==> src/rtl/bus_comp_pkg.sv <==
// Shared types and default widths for the dual-bus frame comparator scheduler.
package bus_comp_pkg;

   localparam int DATA_W_DEF      = 64;
   localparam int CMP_W_DEF       = 48;
   localparam int TIMEOUT_CYC_DEF = 1023;
   localparam int ALARM_THR_DEF   = 3;
   localparam int CNT_W           = 8;

   typedef enum logic [1:0] {
      IDLE   = 2'd0,
      WAIT   = 2'd1,
      COMP   = 2'd2,
      REPORT = 2'd3
   } state_t;

   typedef enum logic [1:0] {
      VERDICT_MATCH    = 2'b00,
      VERDICT_MISMATCH = 2'b01,
      VERDICT_CRC_ERR  = 2'b10,
      VERDICT_TIMEOUT  = 2'b11
   } verdict_t;

endpackage

==> src/rtl/bus_cmp_core.sv <==
// Registered payload comparator: when enabled, latches whether any bit of the
// two captured payloads differs. The result is valid one cycle after enable.
module bus_cmp_core
   import bus_comp_pkg::*;
#(
   parameter int CMP_W = CMP_W_DEF
) (
   input  logic             clk,
   input  logic             rst,
   input  logic             i_en,
   input  logic [CMP_W-1:0] i_a,
   input  logic [CMP_W-1:0] i_b,
   output logic             o_mismatch
);

   logic r_mismatch;

   // Latch the XOR-reduced difference of the payloads while enabled.
   always_ff @(posedge clk or posedge rst) begin
      // NOTE: state is updated with <= so every register samples pre-edge values.
      if (rst) begin
         r_mismatch <= 1'b0;
      end else if (i_en) begin
         r_mismatch <= |(i_a ^ i_b);
      end
   end

   assign o_mismatch = r_mismatch;

endmodule

==> src/rtl/bus_comp_sched.sv <==
// Pairs one frame from each redundant bus channel, sequences the payload
// compare and reports a per-pair verdict, a consecutive-mismatch count and a
// sticky alarm. Optional partner-wait timeout: define COMP_TIMEOUT_EN.
module bus_comp_sched
   import bus_comp_pkg::*;
#(
   parameter int DATA_W      = DATA_W_DEF,
   parameter int CMP_W       = CMP_W_DEF,
   parameter int TIMEOUT_CYC = TIMEOUT_CYC_DEF,
   parameter int ALARM_THR   = ALARM_THR_DEF
) (
   input  logic              clk,
   input  logic              rst,
   input  logic              valid1,
   input  logic              valid2,
   input  logic [DATA_W-1:0] data1,
   input  logic [DATA_W-1:0] data2,
   input  logic              crcOk1,
   input  logic              crcOk2,
   output logic              rdy1,
   output logic              rdy2,
   input  logic              alarm_clr,
   output logic              result_valid,
   output logic [1:0]        result,
   output logic [CNT_W-1:0]  mismatch_cnt,
   output logic              alarm
);

   state_t             r_state;
   state_t             w_next;
   logic [CMP_W-1:0]   r_pay1;
   logic [CMP_W-1:0]   r_pay2;
   logic               r_full1;
   logic               r_full2;
   logic               r_crc1;
   logic               r_crc2;
   logic               r_to;
   logic [1:0]         r_result;
   logic [CNT_W-1:0]   r_cnt;
   logic               r_alarm;
   logic               w_rdy1;
   logic               w_rdy2;
   logic               w_xfer1;
   logic               w_xfer2;
   logic               w_expire;
   logic               w_mis;
   logic               w_cmp_en;
   verdict_t           w_verdict;
   logic [CNT_W-1:0]   w_cnt_next;

   // The CRC field itself is checked upstream; only crcOk is consumed here.
   logic w_unused_crc;
   assign w_unused_crc = ^{data1[DATA_W-CMP_W-1:0], data2[DATA_W-CMP_W-1:0]};

   // A slot accepts a frame only when it is empty and the scheduler is collecting.
   assign w_rdy1   = !rst && ((r_state == IDLE) || ((r_state == WAIT) && !r_full1));
   assign w_rdy2   = !rst && ((r_state == IDLE) || ((r_state == WAIT) && !r_full2));
   assign w_xfer1  = valid1 && w_rdy1;
   assign w_xfer2  = valid2 && w_rdy2;
   assign w_cmp_en = (r_state == COMP);

`ifdef COMP_TIMEOUT_EN
   localparam int TO_W = $clog2(TIMEOUT_CYC + 1);
   logic [TO_W-1:0] r_tcnt;

   // Count cycles spent waiting for the partner; zero whenever not waiting.
   always_ff @(posedge clk or posedge rst) begin
      if (rst) begin
         r_tcnt <= '0;
      end else if (r_state != WAIT) begin
         r_tcnt <= '0;
      end else begin
         r_tcnt <= r_tcnt + 1'b1;
      end
   end

   // Expiry on the edge where the count reaches TIMEOUT_CYC; a partner on that edge wins.
   assign w_expire = (r_state == WAIT) && (r_tcnt == TO_W'(TIMEOUT_CYC - 1)) &&
                     !(w_xfer1 || w_xfer2);
`else
   localparam int unused_timeout_cyc = TIMEOUT_CYC;
   assign w_expire = 1'b0;
`endif

   // State register.
   always_ff @(posedge clk or posedge rst) begin
      if (rst) r_state <= IDLE;
      else     r_state <= w_next;
   end

   // Next-state logic.
   always_comb begin
      // NOTE: default assigned first so no path leaves w_next unassigned (no latch).
      w_next = r_state;
      case (r_state)
         IDLE: begin
            if (w_xfer1 && w_xfer2)      w_next = COMP;
            else if (w_xfer1 || w_xfer2) w_next = WAIT;
         end
         WAIT: begin
            if (w_xfer1 || w_xfer2) w_next = COMP;
            else if (w_expire)      w_next = REPORT;
         end
         COMP:    w_next = REPORT;
         REPORT:  w_next = IDLE;
         default: w_next = IDLE;
      endcase
   end

   // Slot occupancy, CRC flags and timeout flag; slots free in REPORT or on expiry.
   always_ff @(posedge clk or posedge rst) begin
      if (rst) begin
         r_full1 <= 1'b0;
         r_full2 <= 1'b0;
         r_crc1  <= 1'b0;
         r_crc2  <= 1'b0;
         r_to    <= 1'b0;
      end else if (r_state == REPORT) begin
         r_full1 <= 1'b0;
         r_full2 <= 1'b0;
         r_to    <= 1'b0;
      end else if (w_expire) begin
         r_full1 <= 1'b0;
         r_full2 <= 1'b0;
         r_to    <= 1'b1;
      end else begin
         if (w_xfer1) begin
            r_full1 <= 1'b1;
            r_crc1  <= crcOk1;
         end
         if (w_xfer2) begin
            r_full2 <= 1'b1;
            r_crc2  <= crcOk2;
         end
      end
   end

   // Payload capture on transfer.
   always_ff @(posedge clk) begin
      // NOTE: payload storage has no reset; r_full* gates its use, so its content is don't-care.
      if (w_xfer1) r_pay1 <= data1[DATA_W-1 -: CMP_W];
      if (w_xfer2) r_pay2 <= data2[DATA_W-1 -: CMP_W];
   end

   bus_cmp_core #(
      .CMP_W (CMP_W)
   ) u_cmp (
      .clk        (clk),
      .rst        (rst),
      .i_en       (w_cmp_en),
      .i_a        (r_pay1),
      .i_b        (r_pay2),
      .o_mismatch (w_mis)
   );

   // Verdict priority: timeout, then CRC error, then compare result; next count.
   always_comb begin
      w_verdict  = VERDICT_MATCH;
      w_cnt_next = r_cnt;
      if (r_to)                   w_verdict = VERDICT_TIMEOUT;
      else if (!(r_crc1 && r_crc2)) w_verdict = VERDICT_CRC_ERR;
      else if (w_mis)             w_verdict = VERDICT_MISMATCH;
      case (w_verdict)
         VERDICT_MATCH:    w_cnt_next = '0;
         VERDICT_MISMATCH: if (r_cnt != {CNT_W{1'b1}}) w_cnt_next = r_cnt + 1'b1;
         default:          w_cnt_next = r_cnt;
      endcase
   end

   // Held verdict, mismatch counter and sticky alarm (set beats clear).
   always_ff @(posedge clk or posedge rst) begin
      if (rst) begin
         r_result <= 2'b00;
         r_cnt    <= '0;
         r_alarm  <= 1'b0;
      end else begin
         if (r_state == REPORT) begin
            r_result <= w_verdict;
            r_cnt    <= w_cnt_next;
         end
         if ((r_state == REPORT) && (w_cnt_next >= CNT_W'(ALARM_THR))) r_alarm <= 1'b1;
         else if (alarm_clr)                                           r_alarm <= 1'b0;
      end
   end

   assign rdy1         = w_rdy1;
   assign rdy2         = w_rdy2;
   assign result_valid = (r_state == REPORT);
   assign result       = (r_state == REPORT) ? w_verdict : r_result;
   assign mismatch_cnt = r_cnt;
   assign alarm        = r_alarm;

endmodule

==> config.mk <==
export PLATFORM = sky130hd
export DESIGN_NAME = bus_comp_sched
export DESIGN_NICKNAME = d
export VERILOG_FILES = /design/src/rtl/bus_comp_pkg.sv /design/src/rtl/bus_cmp_core.sv /design/src/rtl/bus_comp_sched.sv
export SDC_FILE = /design/constraint.sdc
export NUM_CORES = 1
export LEC_CHECK = 0
export ABC_AREA = 0
export CORE_MARGIN = 1
export CORE_UTILIZATION = 40
export DETAILED_ROUTE_END_ITERATION = 6
export GPL_ROUTABILITY_DRIVEN = 0
export PLACE_DENSITY = 0.86
export SLEW_MARGIN = 20
export SYNTH_ARGS = -nofsm -noshare
export SYNTH_HDL_FRONTEND = slang
export SYNTH_SLANG_ARGS = --single-unit
==> constraint.sdc <==
create_clock -name clk -period 5.2 [get_ports clk]
set_input_delay 0.78 -clock clk [delete_from_list [all_inputs] [get_ports clk]]
set_output_delay 0.78 -clock clk [all_outputs]
set_load 0.01 [all_outputs]
After elaboration in Yosys (flattened, before gate mapping)
Cells that the tools add are included.
W data, S select, Z words.
{"block": "op_classes", "magnitude_cmp": 1, "add_sub_neg": 1, "reduce_logical": 24, "bitwise_logic": 2, "muxes": 15, "n_eq_ne": 7}
{"operator": "$reduce_or A48 Y1", "n": 1}
{"operator": "$xor A48 B48 Y48", "n": 1}
{"operator": "$pmux W8 S2", "n": 1}
{"operator": "$mux W2", "n": 5}
{"operator": "$logic_and A1 B1 Y1", "n": 9}
{"operator": "$add A8 B1 Y8 const B", "n": 1}
{"operator": "$ge A8 B2 Y1 const B", "n": 1}
{"operator": "$mux W8", "n": 1}
{"operator": "$ne A8 B8 Y1 const B", "n": 1}
{"operator": "$pmux W2 S4", "n": 1}
{"operator": "$mux W1", "n": 7}
{"operator": "$reduce_and A2 Y1", "n": 3}
{"operator": "$reduce_bool A2 Y1", "n": 3}
{"operator": "$eq A2 B1 Y1 const B", "n": 2}
{"operator": "$eq A2 B2 Y1 const B", "n": 2}
{"operator": "$logic_not A2 Y1", "n": 2}
{"operator": "$logic_not A1 Y1", "n": 3}
{"operator": "$logic_or A1 B1 Y1", "n": 3}
{"operator": "$ne A3 B1 Y1 const B", "n": 1}
{"operator": "$ne A2 B1 Y1 const B", "n": 1}
{"operator": "$not A1 Y1", "n": 1}
{"block": "word_totals", "output_inout_bits": 14, "ff_bits": 114}

Depth between registers and ports, before layout
Gate-level depths: netlist of the first run.
{"block": "logic_depth", "ltp_word": 9, "ltp_mapped": 7}

Hierarchy
From an unflattened synthesis of the first run, not the netlist that was laid out.
{"block": "hier_totals", "cells_unflattened": 282, "area_unflattened_um2": 4513.1}
{"module": "bus_comp_sched", "n_inst": 1, "area_per_inst_um2": 3956.3, "cells_per_inst": 215, "seq_area_each_um2": 3308.2}
{"module": "bus_cmp_core", "n_inst": 1, "area_per_inst_um2": 556.8, "cells_per_inst": 67, "seq_area_each_um2": 25.0}

Worst setup path after synthesis of the first run
OpenSTA, ideal clock, no wires.
{"block": "synth_timing", "kind": "input -> register", "start": "input valid2", "end": "register r_state[0]", "stages": 4, "setup_ns": 0.128, "setup_slack_ns": -0.577, "t_arrival_ns": 5.650, "path_buffers": 0, "t_required_ns": 5.072, "cell_sequence": "inv_1 > a211oi_1 > nor3_1 > o311a_1"}
{"block": "synth_between", "elab_chain_cells": 4, "elab_cells_between_ends": 8}
{"element": "from (decl)", "line": "bus_comp_sched.sv:15", "text": "input logic valid2,"}
{"element": "$logic_and A1 B1 Y1 (*)", "line": "bus_comp_sched.sv:59", "text": "assign w_xfer2 = valid2 && w_rdy2;"}
{"element": "via w_xfer2", "line": "bus_comp_sched.sv:44", "text": "logic w_xfer2;"}
{"element": "$logic_and A1 B1 Y1 or $logic_or A1 B1 Y1 (tied branches)", "line": "bus_comp_sched.sv:97, bus_comp_sched.sv:98, bus_comp_sched.sv:101"}
{"element": "$mux W2 (tied with other cells)", "line": "bus_comp_sched.sv:97", "text": "if (w_xfer1 && w_xfer2) w_next = COMP;"}
{"element": "$pmux W2 S4 or $reduce_and A2 Y1 (tied branches)"}
{"element": "to (signal assigned)", "line": "bus_comp_sched.sv:88", "text": "else r_state <= w_next;"}
{"element": "to (decl)", "line": "bus_comp_sched.sv:29", "text": "state_t r_state;"}
The timed path passes the listed nets; every way through them passes the cells marked *.
A chain may end at the register's enable or synchronous reset.

Worst setup path after layout of the first run
{"block": "layout_timing", "start": "register r_state[1]", "end": "output result[0]"}
{"block": "layout_between", "elab_chain_cells": 2}
{"element": "$eq A2 B2 Y1", "line": "bus_comp_sched.sv:189", "text": "assign result = (r_state == REPORT) ? w_verdict : r_result;"}
{"element": "$mux W2"}
{"element": "to (decl)", "line": "bus_comp_sched.sv:24", "text": "output logic [1:0] result,"}
Every way passes these cells.

==> flow_results.xml, run 1 <==
<?xml version="1.0" encoding="UTF-8"?>
<metrics>
  <group name="clock_tree">
    <metric name="cts.path.max_buffers" unit="">2</metric>
    <metric name="clkLatencyLatePin" unit="ns">0.40</metric>
    <metric name="cts_hold_buf" unit="">0</metric>
    <metric name="clk_pin_slew" unit="ns">0.05</metric>
    <metric name="cts_tree" unit="">built</metric>
    <metric name="quantity_of_gates_resized_following_cts" unit="">0</metric>
    <metric name="cts.root.buffer_cell" unit="">clkbuf_16</metric>
    <metric name="tritoncts_num_sinks" unit="">114</metric>
    <metric name="postCtsSetupBuffers" unit="">0</metric>
    <metric name="cts_max_level" unit="">4</metric>
    <metric name="cts_inserted_buffers" unit="">17</metric>
  </group>
  <group name="cells_and_area">
    <metric name="antennaDiodeCount" unit="">0</metric>
    <metric name="fin_nets" unit="">566</metric>
    <metric name="drive_above_1_share" unit="%">10.7</metric>
    <metric name="syn2layout_area_growth" unit="%">44.3</metric>
  </group>
  <group name="sta">
    <metric name="final_period_minus_worst_setup_slack" unit="ns">3.64</metric>
    <metric name="clock_skew" unit="ns">0.00491</metric>
    <metric name="maxSlewHeadroom" unit="%">49.5</metric>
    <metric name="finalSetupViolCount" unit="">0</metric>
    <metric name="worst_pin_slew" unit="ns">0.755</metric>
    <metric name="timing.final.max_slew_violations" unit="">0</metric>
    <metric name="fmax" unit="MHz">275</metric>
    <metric name="rsz0062_at_grt" unit="">no</metric>
    <metric name="total_negative_slack_for_setup_checks" unit="ns">0</metric>
    <metric name="post-route-period-util" unit="%">70.0</metric>
    <metric name="finalHoldViolCount" unit="">0</metric>
  </group>
  <group name="worst_setup_path">
    <metric name="criticalPathCategory" unit="">flop to output port</metric>
    <metric name="worstSetupEndpointType" unit="">output port</metric>
    <metric name="reg2reg_depth" unit="">7</metric>
    <metric name="worst-endpoint-arrival" unit="ns">2.86</metric>
    <metric name="reg2reg_slack" unit="ns">2.75</metric>
    <metric name="setup.worst_path.start_class" unit="">flop</metric>
    <metric name="critical_path.reg2reg.startpoint" unit="">r_state[1]</metric>
    <metric name="crit_required" unit="ns">4.42</metric>
    <metric name="worstPathMaxFanout" unit="">12</metric>
    <metric name="worst_r2r_endpoint" unit="">r_state[0]</metric>
  </group>
  <group name="detailed_routing">
    <metric name="drc_violations_left" unit="">0</metric>
    <metric name="top_layer_used" unit="">met4</metric>
    <metric name="route.met3.wl" unit="µm">530</metric>
    <metric name="routed-via-count" unit="">2866</metric>
    <metric name="detail_route.wl_per_cell" unit="µm">16.0</metric>
    <metric name="via_per_inst" unit="">4.96</metric>
    <metric name="drt-met1-wl" unit="mm">3.51</metric>
    <metric name="drt.antenna.violating_nets" unit="">0</metric>
    <metric name="dr.pass1.iters" unit="">4</metric>
    <metric name="drtIter0Drc" unit="">128</metric>
    <metric name="route.final.wire_length" unit="mm">9.25</metric>
    <metric name="detailroute.wirelength.met2" unit="mm">5.05</metric>
  </group>
  <group name="yosys">
    <metric name="syn-cell-area" unit="µm²">4520</metric>
    <metric name="yosysUniqueCellTypes" unit="">45</metric>
    <metric name="synth_seq_cells" unit="">114</metric>
    <metric name="synth_edf_count" unit="">96</metric>
    <metric name="synth_warnings" unit="">0</metric>
    <metric name="synth_net_count" unit="">431</metric>
    <metric name="async_flop_share" unit="%">15.8</metric>
    <metric name="yosys.area.top_type_share" unit="%">63.7</metric>
    <metric name="gate_count_after_technology_mapping" unit="">290</metric>
    <metric name="ys.flop_type" unit="">edfxtp_1</metric>
    <metric name="post_synth.cell_area_avg" unit="µm²">15.6</metric>
    <metric name="synth.top_cells.by_area" unit="">edfxtp_1 (64%), dfrtp_1 (10%), xor2_1 (4.8%)</metric>
    <metric name="synth_top_area_cell" unit="">edfxtp_1</metric>
    <metric name="synth_most_common_cell" unit="">edfxtp_1</metric>
    <metric name="yosysSeqAreaShare" unit="%">73.7</metric>
    <metric name="ys_top_cells_by_count" unit="">edfxtp_1 (96), xor2_1 (25), dfrtp_1 (18), inv_1 (18), xnor2_1 (17)</metric>
  </group>
  <group name="global_route">
    <metric name="antenna_violations_before_repair" unit="">0</metric>
    <metric name="global_route_total_usage_across_every_layer" unit="%">17.5</metric>
    <metric name="grt_pass1_vias" unit="">3136</metric>
    <metric name="grt_max_degree" unit="">54</metric>
    <metric name="globalRouteOverflowTotal" unit="">0</metric>
    <metric name="global_route_wire_length_before_repair" unit="mm">14.8</metric>
  </group>
  <group name="floorplan">
    <metric name="die_x" unit="µm">108</metric>
    <metric name="ioPinCount" unit="">149</metric>
    <metric name="floorplan.initialDensity" unit="%">41.4</metric>
    <metric name="placeableCoreArea" unit="µm²">10900</metric>
    <metric name="die-height" unit="µm">108</metric>
    <metric name="num_rows" unit="">38</metric>
    <metric name="design.die.area" unit="µm²">11700</metric>
  </group>
  <group name="placed_design">
    <metric name="post-dp-hpwl" unit="mm">6.54</metric>
    <metric name="buffer_ports.inserted" unit="">116</metric>
  </group>
  <group name="power_and_ir_drop">
    <metric name="report.power.total" unit="mW">2.97</metric>
    <metric name="power.leakage" unit="nW">2.34</metric>
    <metric name="ir_drop" unit="mV">0.285</metric>
    <metric name="power_per_cell_area" unit="nW/µm²">455</metric>
  </group>
  <group name="worst_hold_path">
    <metric name="hold_path.startpoint" unit="">r_full1</metric>
    <metric name="depth_of_the_worst_hold_timing_path" unit="">2</metric>
    <metric name="min_to" unit="">r_full1</metric>
    <metric name="min-delay-path-class" unit="">flop to flop</metric>
  </group>
  <group name="run">
    <metric name="max-cap-violations" unit="">0</metric>
  </group>
  <group name="status">
    <metric name="run_status" unit="">complete, no violations</metric>
  </group>
</metrics>
-- placed cells by master, fill, tap and decap left out, types with 2 or more instances in the layout --
| master | netlist | routed |
|---|---|---|
| nor2_1 | 15 | 15 |
| nor3_1 | 4 | 4 |
| inv_1 | 18 | 18 |
| xnor2_1 | 17 | 17 |
| o21ai_0 | 7 | 7 |
| clkdlybuf4s50_1 | 0 | 116 |
| ha_1 | 6 | 6 |
| dfrtp_1 | 18 | 18 |
| mux2_2 | 2 | 2 |
| a221oi_1 | 2 | 2 |
| o41ai_1 | 2 | 2 |
| bufinv_16 | 0 | 4 |
| nand4_1 | 7 | 7 |
| nor4_1 | 8 | 8 |
| a21oi_1 | 11 | 11 |
| nand3_1 | 4 | 4 |
| o2bb2ai_1 | 2 | 2 |
| nand2b_1 | 3 | 3 |
| edfxtp_1 | 96 | 96 |
| clkinvlp_4 | 0 | 4 |
| inv_6 | 0 | 2 |
| buf_4 | 0 | 3 |
| clkinv_4 | 0 | 4 |
| a211oi_4 | 0 | 2 |
| nand2_1 | 12 | 12 |
| a31oi_1 | 2 | 2 |
| a21boi_0 | 2 | 2 |
| clkbuf_16 | 0 | 17 |
| a31o_2 | 2 | 2 |
| xor2_1 | 25 | 25 |
-- sequential cells by signal, indices dropped and copies added, names as in the netlist --
signal	cells
r_crc1	1
r_result	2
r_pay1	48
r_full1	1
r_full2	1
r_crc2	1
u_cmp.o_mismatch	1
alarm	1
r_pay2	48
r_state	2
mismatch_cnt	8
-- stage by stage --
| step | setup slack (ns) | instance area (µm²) | hold slack [ns] | std cells | utilization [%] |
|---|---|---|---|---|---|
| 2_1_floorplan | 1.38 | 4530 | 0.457 | 290 | - |
| 3_3_place_gp | 2.06 | 5890 | 0.469 | 546 | 53.9 |
| 3_5_place_dp | 1.98 | 5890 | 0.479 | 546 | 53.9 |
| 4_1_cts | 1.53 | 6530 | 0.491 | 578 | 59.7 |
| 5_1_grt | 1.36 | 6530 | 0.520 | 578 | 59.7 |
| 6_report | 1.56 | 6530 | 0.486 | 578 | 59.7 |
-- layer usage --
metal | GRT usage, % | vias to the layer above
li1 | - | 1369
met1 | 18.7 | 1384
met2 | 31.2 | 98
met3 | 4.82 | 15
met4 | 9.27 | 0
met5 | 0 | -
-- cell type report --
cell class | instances | area (µm²)
clock buffer | 17 | 425
clock inverter | 15 | 208
fill | 850 | 4410
inverter | 18 | 67.6
multi-input combinational | 155 | 1130
sequential | 114 | 3330
tap | 140 | 175
timing repair buffer | 119 | 1180
-- worst max path at each step --
stage / start / end / cells past startpoint
6_report: r_state[1] / result[0] / 6
5_1_grt: r_state[1] / result[0] / 6
4_1_cts: r_state[1] / result[0] / 6
3_5_place_dp: r_state[1] / result[0] / 6
3_3_place_gp: r_state[1] / result[0] / 6
2_1_floorplan: valid2 / r_state[0] / 4
-- where the power goes --
group	total, mW	leakage (nW)	switching [mW]	internal (mW)
Sequential	1.24	1.11	0.0777	1.17
Combinational	0.504	0.937	0.258	0.246
Clock	1.22	0.296	0.417	0.805
-- worst max-delay path: stages (launching register included) --
cell and delay (ns):
dfrtp_1 0.40, ha_1 0.34, inv_1 0.18, nor2_1 0.62, nand2_1 0.18, o21ai_0 0.15
clkdlybuf4s50_1 0.60
-- cell families after synthesis --
| kind of cell | synth area share, % |
|---|---|
| flops | 73.7 |
| mux | 0.719 |
| simple gates | 7.03 |
| xor+xnor | 8.13 |
| buf+inv | 1.77 |
| compound gates | 7.00 |
| fa+ha+maj | 1.66 |
Note: power is estimated with default switching activity, not from simulation.
==> inputs of run 2 (changes only) <==
--- a/config.mk
+++ b/config.mk
@@ -10,7 +10,7 @@
 export CORE_UTILIZATION = 40
 export DETAILED_ROUTE_END_ITERATION = 6
 export GPL_ROUTABILITY_DRIVEN = 0
-export PLACE_DENSITY = 0.86
+export PLACE_DENSITY = 0.83
 export SLEW_MARGIN = 20
 export SYNTH_ARGS = -nofsm -noshare
 export SYNTH_HDL_FRONTEND = slang
==> constraint.sdc (replaced) <==
create_clock -name clk -period 3.7 [get_ports clk]
set_input_delay 0.555 -clock clk [delete_from_list [all_inputs] [get_ports clk]]
set_output_delay 0.555 -clock clk [all_outputs]
set_load 0.01 [all_outputs]
==> flow_results.xml, run 2 (synthesis gave the netlist of run 1 again) <==
<?xml version="1.0" encoding="UTF-8"?>
<metrics>
  <group name="sta">
    <metric name="fmax" unit="MHz">334</metric>
    <metric name="final_period_minus_worst_setup_slack" unit="ns">3.00</metric>
    <metric name="timing.final.max_slew_violations" unit="">0</metric>
    <metric name="total_negative_slack_for_setup_checks" unit="ns">0</metric>
    <metric name="maxSlewHeadroom" unit="%">51.6</metric>
    <metric name="clock_skew" unit="ns">0.00596</metric>
    <metric name="post-route-period-util" unit="%">81.0</metric>
    <metric name="worst_pin_slew" unit="ns">0.726</metric>
    <metric name="rsz0062_at_grt" unit="">no</metric>
    <metric name="final.setup.worst_slack" unit="ns">0.703</metric>
    <metric name="finalSetupViolCount" unit="">0</metric>
    <metric name="finalHoldViolCount" unit="">0</metric>
  </group>
  <group name="detailed_routing">
    <metric name="detail_route.wl_per_cell" unit="µm">15.6</metric>
    <metric name="route.final.wire_length" unit="mm">9.02</metric>
    <metric name="drtIter0Drc" unit="">154</metric>
    <metric name="routed-via-count" unit="">2833</metric>
    <metric name="via_per_inst" unit="">4.89</metric>
    <metric name="drc_violations_left" unit="">0</metric>
    <metric name="dr.pass1.iters" unit="">4</metric>
    <metric name="drt.antenna.violating_nets" unit="">0</metric>
  </group>
  <group name="worst_setup_path">
    <metric name="crit_required" unit="ns">3.14</metric>
    <metric name="criticalPathCategory" unit="">flop to output port</metric>
    <metric name="setup.worst_path.start_class" unit="">flop</metric>
    <metric name="worstSetupEndpointType" unit="">output port</metric>
    <metric name="critical_path.reg2reg.startpoint" unit="">r_state[1]</metric>
    <metric name="worst-endpoint-arrival" unit="ns">2.44</metric>
    <metric name="worst_setup_path_startpoint" unit="">r_state[1]</metric>
    <metric name="worstPathMaxFanout" unit="">12</metric>
  </group>
  <group name="floorplan">
    <metric name="placeableCoreArea" unit="µm²">10900</metric>
    <metric name="design.die.area" unit="µm²">11700</metric>
    <metric name="die_x" unit="µm">108</metric>
    <metric name="num_rows" unit="">38</metric>
    <metric name="ioPinCount" unit="">149</metric>
    <metric name="floorplan.initialDensity" unit="%">41.4</metric>
    <metric name="die-height" unit="µm">108</metric>
  </group>
  <group name="placed_design">
    <metric name="placed_cells" unit="">547</metric>
    <metric name="post-dp-hpwl" unit="mm">6.17</metric>
    <metric name="placed_area" unit="µm²">5900</metric>
    <metric name="buffer_ports.inserted" unit="">116</metric>
    <metric name="place_ws" unit="ns">1.07</metric>
  </group>
  <group name="global_route">
    <metric name="globalRouteOverflowTotal" unit="">0</metric>
    <metric name="antenna_violations_before_repair" unit="">0</metric>
    <metric name="global_route_total_usage_across_every_layer" unit="%">16.6</metric>
    <metric name="grt_max_degree" unit="">54</metric>
    <metric name="grt_pass1_vias" unit="">3111</metric>
    <metric name="global_route_wire_length_before_repair" unit="mm">14.4</metric>
  </group>
  <group name="cells_and_area">
    <metric name="syn2layout_area_growth" unit="%">43.6</metric>
    <metric name="post-route-util" unit="%">59.4</metric>
    <metric name="mostFrequentLayoutCells" unit="">clkdlybuf4s50_1 (116), edfxtp_1 (96), xor2_1 (25)</metric>
    <metric name="final.fill_count" unit="">855</metric>
    <metric name="commonest_non_fill_non_tap_cell_in_the_layout" unit="">clkdlybuf4s50_1</metric>
    <metric name="design_area" unit="µm²">6490</metric>
    <metric name="final_cells" unit="">579</metric>
    <metric name="drive_above_1_share" unit="%">10.3</metric>
    <metric name="ff_latch_area" unit="µm²">3330</metric>
    <metric name="antennaDiodeCount" unit="">0</metric>
    <metric name="fin_nets" unit="">567</metric>
    <metric name="multiInputGateArea" unit="µm²">1130</metric>
  </group>
  <group name="clock_tree">
    <metric name="clkLatencyLatePin" unit="ns">0.40</metric>
    <metric name="cts.path.max_buffers" unit="">2</metric>
    <metric name="clk_pin_slew" unit="ns">0.05</metric>
    <metric name="cts_inserted_buffers" unit="">17</metric>
    <metric name="cts.root.buffer_cell" unit="">clkbuf_16</metric>
    <metric name="quantity_of_gates_resized_following_cts" unit="">0</metric>
    <metric name="tritoncts_num_sinks" unit="">114</metric>
    <metric name="cts_max_level" unit="">4</metric>
    <metric name="postCtsSetupBuffers" unit="">0</metric>
    <metric name="cts_hold_buf" unit="">0</metric>
    <metric name="cts_tree" unit="">built</metric>
  </group>
  <group name="power_and_ir_drop">
    <metric name="power.share.sequential" unit="%">43.0</metric>
    <metric name="ir_drop" unit="mV">0.384</metric>
    <metric name="sw_frac_of_total" unit="%">25.2</metric>
    <metric name="power.clock.fraction" unit="%">39.7</metric>
    <metric name="power_switching" unit="mW">1.03</metric>
    <metric name="power_per_cell_area" unit="nW/µm²">626</metric>
    <metric name="power.leakage" unit="nW">2.33</metric>
    <metric name="power.share.combinational" unit="%">17.3</metric>
    <metric name="cell_internal_pwr" unit="mW">3.04</metric>
  </group>
  <group name="worst_hold_path">
    <metric name="hold_path.startpoint" unit="">r_full2</metric>
    <metric name="min-delay-path-class" unit="">flop to flop</metric>
  </group>
  <group name="run">
    <metric name="max-cap-violations" unit="">0</metric>
  </group>
  <group name="status">
    <metric name="run_status" unit="">complete, no violations</metric>
  </group>
</metrics>
-- run 2: cell count changes in the layout (fill, tap and decap cells not counted), sizes merged --
| cell | before | now |
|---|---|---|
| buf | 3 | 4 |
| bufinv | 4 | 3 |
| clkbuf | 17 | 18 |
| clkinv | 5 | 6 |
| inv | 20 | 19 |
-- run 2: path summary, 6_finish.rpt --
check	end	slack [ns]	cells past startpoint
max	result[0]	0.70	7
min	r_full2	0.49	2
max reg2reg	r_state[0]	1.31	7
min reg2reg	r_full2	0.49	2
max in group asynchronous	r_state[1]	2.43	2
min in group asynchronous	mismatch_cnt[4]	0.81	2
-- run 2: layout make-up --
| class | count | area share [%] |
|---|---|---|
| clock buffers | 18 | 6.61 |
| clock inverters | 14 | 2.52 |
| inverters | 18 | 1.04 |
| multi-input cells | 155 | 17.5 |
| flip-flops and latches | 114 | 51.3 |
| well taps | 140 | 2.70 |
| repair buffers | 120 | 18.3 |
-- run 2: worst max-delay path, cell delays in order (launching register included) --
cell and delay, ns:
dfrtp_1 0.40, ha_1 0.35, inv_1 0.18, nor2_1 0.13
buf_4 0.18, nand2_1 0.09, o21ai_0 0.13, clkdlybuf4s50_1 0.58
-- run 2: power groups by stage --
stage | registers, mW | clock network (mW) | logic, mW
2_1_floorplan | 1.76 | 0 | 0.412
3_3_place_gp | 1.76 | 0 | 0.680
3_5_place_dp | 1.77 | 0 | 0.712
4_1_cts | 1.75 | 1.64 | 0.715
5_1_grt | 1.77 | 1.70 | 0.778
6_report | 1.75 | 1.61 | 0.704
-- run 2: stage by stage --
stage	hold WS, ns	power, mW
final	0.486	4.07
after global routing	0.532	4.25
after CTS	0.489	4.11
after detailed placement	0.478	2.49
after global placement	0.469	2.44
after floorplan	0.457	2.17
-- run 2: per-layer routing --
layer	global-route usage (%)	vias up	part of all wire [%]
li1	-	1363	-
met1	19.6	1358	41
met2	28.6	100	52
met3	4.64	12	6.0
met4	6.95	0	1.4
met5	0	-	0
==> inputs of run 3 (changes only) <==
--- a/config.mk
+++ b/config.mk
@@ -10,7 +10,7 @@
 export CORE_UTILIZATION = 40
 export DETAILED_ROUTE_END_ITERATION = 6
 export GPL_ROUTABILITY_DRIVEN = 0
-export PLACE_DENSITY = 0.83
+export PLACE_DENSITY = 0.86
 export SLEW_MARGIN = 20
 export SYNTH_ARGS = -nofsm -noshare
 export SYNTH_HDL_FRONTEND = slang
==> constraint.sdc (replaced) <==
create_clock -name clk -period 2.7 [get_ports clk]
set_input_delay 0.405 -clock clk [delete_from_list [all_inputs] [get_ports clk]]
set_output_delay 0.405 -clock clk [all_outputs]
set_load 0.01 [all_outputs]
==> flow_results.xml, run 3 (synthesis gave the netlist of run 1 again) <==
<?xml version="1.0" encoding="UTF-8"?>
<metrics>
  <group name="global_route">
    <metric name="global_route_wire_length_before_repair" unit="mm">14.4</metric>
    <metric name="grt_util_met1" unit="%">20.0</metric>
    <metric name="global_route_total_usage_across_every_layer" unit="%">16.9</metric>
    <metric name="grt_max_degree" unit="">33</metric>
    <metric name="met2_routing_resource_usage_after_global_routing" unit="%">27.9</metric>
    <metric name="global_route.peak_usage_layer" unit="">met2</metric>
    <metric name="antenna_violations_before_repair" unit="">0</metric>
    <metric name="globalRouteOverflowTotal" unit="">0</metric>
    <metric name="grt_pass1_vias" unit="">3130</metric>
    <metric name="grtUsageMet3" unit="%">4.82</metric>
  </group>
  <group name="placed_design">
    <metric name="post-dp-hpwl" unit="mm">6.54</metric>
    <metric name="placed_cells" unit="">550</metric>
    <metric name="place_ws" unit="ns">0.507</metric>
    <metric name="buffer_ports.inserted" unit="">116</metric>
    <metric name="placed_area" unit="µm²">5990</metric>
  </group>
  <group name="worst_setup_path">
    <metric name="cp_slowest_stage_delay" unit="ns">0.59</metric>
    <metric name="cp.buffers_inverters" unit="">2</metric>
    <metric name="cp_top_family" unit="">buffers and inverters</metric>
    <metric name="worst-endpoint-arrival" unit="ns">2.16</metric>
    <metric name="worst_path_max_delay_cell" unit="">clkdlybuf4s50_1</metric>
    <metric name="setup.worst_path.start_class" unit="">flop</metric>
    <metric name="worst_setup_path_startpoint" unit="">r_state[0]</metric>
    <metric name="criticalPathCategory" unit="">flop to output port</metric>
    <metric name="worstPathMaxFanout" unit="">7</metric>
    <metric name="critical_path.reg2reg.startpoint" unit="">mismatch_cnt[0]</metric>
    <metric name="reg2reg_slack" unit="ns">0.49</metric>
    <metric name="reg2reg_depth" unit="">6</metric>
    <metric name="worstSetupEndpointType" unit="">output port</metric>
    <metric name="worst_r2r_endpoint" unit="">alarm</metric>
    <metric name="cp_cell_instances" unit="">ha_1 -&gt; inv_1 -&gt; nor2_1 -&gt; nand2_1 -&gt; o21ai_0 -&gt; clkdlybuf4s50_1</metric>
    <metric name="crit_required" unit="ns">2.30</metric>
  </group>
  <group name="clock_tree">
    <metric name="postCtsSetupBuffers" unit="">0</metric>
    <metric name="cts_max_level" unit="">4</metric>
    <metric name="clkLatencyLatePin" unit="ns">0.40</metric>
    <metric name="cts_hold_buf" unit="">0</metric>
    <metric name="cts_tree" unit="">built</metric>
    <metric name="clk_pin_slew" unit="ns">0.05</metric>
    <metric name="cts_inserted_buffers" unit="">17</metric>
    <metric name="tritoncts_num_sinks" unit="">114</metric>
    <metric name="quantity_of_gates_resized_following_cts" unit="">0</metric>
    <metric name="cts.root.buffer_cell" unit="">clkbuf_16</metric>
    <metric name="cts.path.max_buffers" unit="">2</metric>
  </group>
  <group name="sta">
    <metric name="timing.final.max_slew_violations" unit="">0</metric>
    <metric name="rsz0062_at_grt" unit="">no</metric>
    <metric name="post-route-period-util" unit="%">94.8</metric>
    <metric name="fin_worst_hold_slack" unit="ns">0.500</metric>
    <metric name="clock_skew" unit="ns">0.00965</metric>
    <metric name="fmax" unit="MHz">391</metric>
    <metric name="finalSetupViolCount" unit="">0</metric>
    <metric name="finalHoldViolCount" unit="">0</metric>
    <metric name="total_negative_slack_for_setup_checks" unit="ns">0</metric>
    <metric name="final_period_minus_worst_setup_slack" unit="ns">2.56</metric>
    <metric name="maxSlewHeadroom" unit="%">51.7</metric>
    <metric name="final.setup.worst_slack" unit="ns">0.140</metric>
    <metric name="worst_pin_slew" unit="ns">0.724</metric>
  </group>
  <group name="worst_hold_path">
    <metric name="min_to" unit="">r_full2</metric>
    <metric name="min-delay-path-class" unit="">flop to flop</metric>
    <metric name="hold_path.startpoint" unit="">r_full2</metric>
    <metric name="depth_of_the_worst_hold_timing_path" unit="">2</metric>
  </group>
  <group name="status">
    <metric name="run_status" unit="">complete, no violations</metric>
  </group>
  <group name="power_and_ir_drop">
    <metric name="ir_drop" unit="mV">0.542</metric>
    <metric name="report.power.total" unit="mW">5.53</metric>
    <metric name="power.leakage" unit="nW">2.35</metric>
    <metric name="power_per_cell_area" unit="nW/µm²">846</metric>
  </group>
  <group name="cells_and_area">
    <metric name="drive_above_1_share" unit="%">12.0</metric>
    <metric name="commonest_non_fill_non_tap_cell_in_the_layout" unit="">clkdlybuf4s50_1</metric>
    <metric name="post-route-util" unit="%">59.8</metric>
    <metric name="mostFrequentLayoutCells" unit="">clkdlybuf4s50_1 (116), edfxtp_1 (96), xor2_1 (25)</metric>
    <metric name="final_cells" unit="">581</metric>
    <metric name="syn2layout_area_growth" unit="%">44.6</metric>
    <metric name="antennaDiodeCount" unit="">0</metric>
    <metric name="design_area" unit="µm²">6540</metric>
    <metric name="fin_nets" unit="">570</metric>
  </group>
  <group name="floorplan">
    <metric name="die_x" unit="µm">108</metric>
    <metric name="placeableCoreArea" unit="µm²">10900</metric>
    <metric name="die-height" unit="µm">108</metric>
    <metric name="ioPinCount" unit="">149</metric>
    <metric name="design.die.area" unit="µm²">11700</metric>
    <metric name="num_rows" unit="">38</metric>
    <metric name="floorplan.initialDensity" unit="%">41.4</metric>
  </group>
  <group name="detailed_routing">
    <metric name="dr.pass1.iters" unit="">4</metric>
    <metric name="drtIter0Drc" unit="">77</metric>
    <metric name="via_per_inst" unit="">4.93</metric>
    <metric name="route.final.wire_length" unit="mm">9.01</metric>
    <metric name="drt.antenna.violating_nets" unit="">0</metric>
    <metric name="detail_route.wl_per_cell" unit="µm">15.5</metric>
    <metric name="routed-via-count" unit="">2865</metric>
    <metric name="drc_violations_left" unit="">0</metric>
  </group>
  <group name="run">
    <metric name="max-cap-violations" unit="">0</metric>
  </group>
</metrics>
-- run 3: cell types whose count changed in the layout (fill, tap and decap cells not counted), moves of 2 or more --
cell        previous run  this run
buf_12                 0         2
clkinv_2               2         5
clkinvlp_4             4         2
ha_1                   6         4
ha_4                   0         2
inv_1                 18        15
inv_2                  0         3
nand2b_1               3         1
nand2b_4               0         2
-- run 3: worst min-delay path, stage by stage, from the launching register on --
cell and delay, ns:
dfrtp_1 0.34, nor2_1 0.05, nor2_1 0.07
-- run 3: layout make-up --
cell class | instances | area [µm²]
inverters | 18 | 67.6
fillers | 856 | 4400
flip-flops and latches | 114 | 3330
clock buffers | 18 | 429
clock inverters | 13 | 120
multi-input cells | 155 | 1170
repair buffers | 123 | 1240
well taps | 140 | 175
-- run 3: worst max path at each step --
stage,cells after the start,to,slack [ns]
finish,6,result[0],0.14
global route,6,result[0],0.02
CTS,6,result[0],0.11
detailed placement,4,r_state[0],0.51
global placement,4,r_state[0],0.56
floorplan,6,r_state[0],-0.21
-- run 3: where the power goes --
part           leakage [nW]  total, mW  internal (mW)  switching [mW]
logic                 0.972       1.07          0.548           0.523
clock network         0.268       2.06           1.33           0.725
registers              1.11       2.40           2.25           0.157
total                  2.35       5.53           4.12            1.41
-- run 3: routing by layer --
layer / share of wire, % / vias up
li1: - / 1370
met1: 41 / 1378
met2: 51 / 104
met3: 5.5 / 13
met4: 2.0 / 0
met5: 0 / -
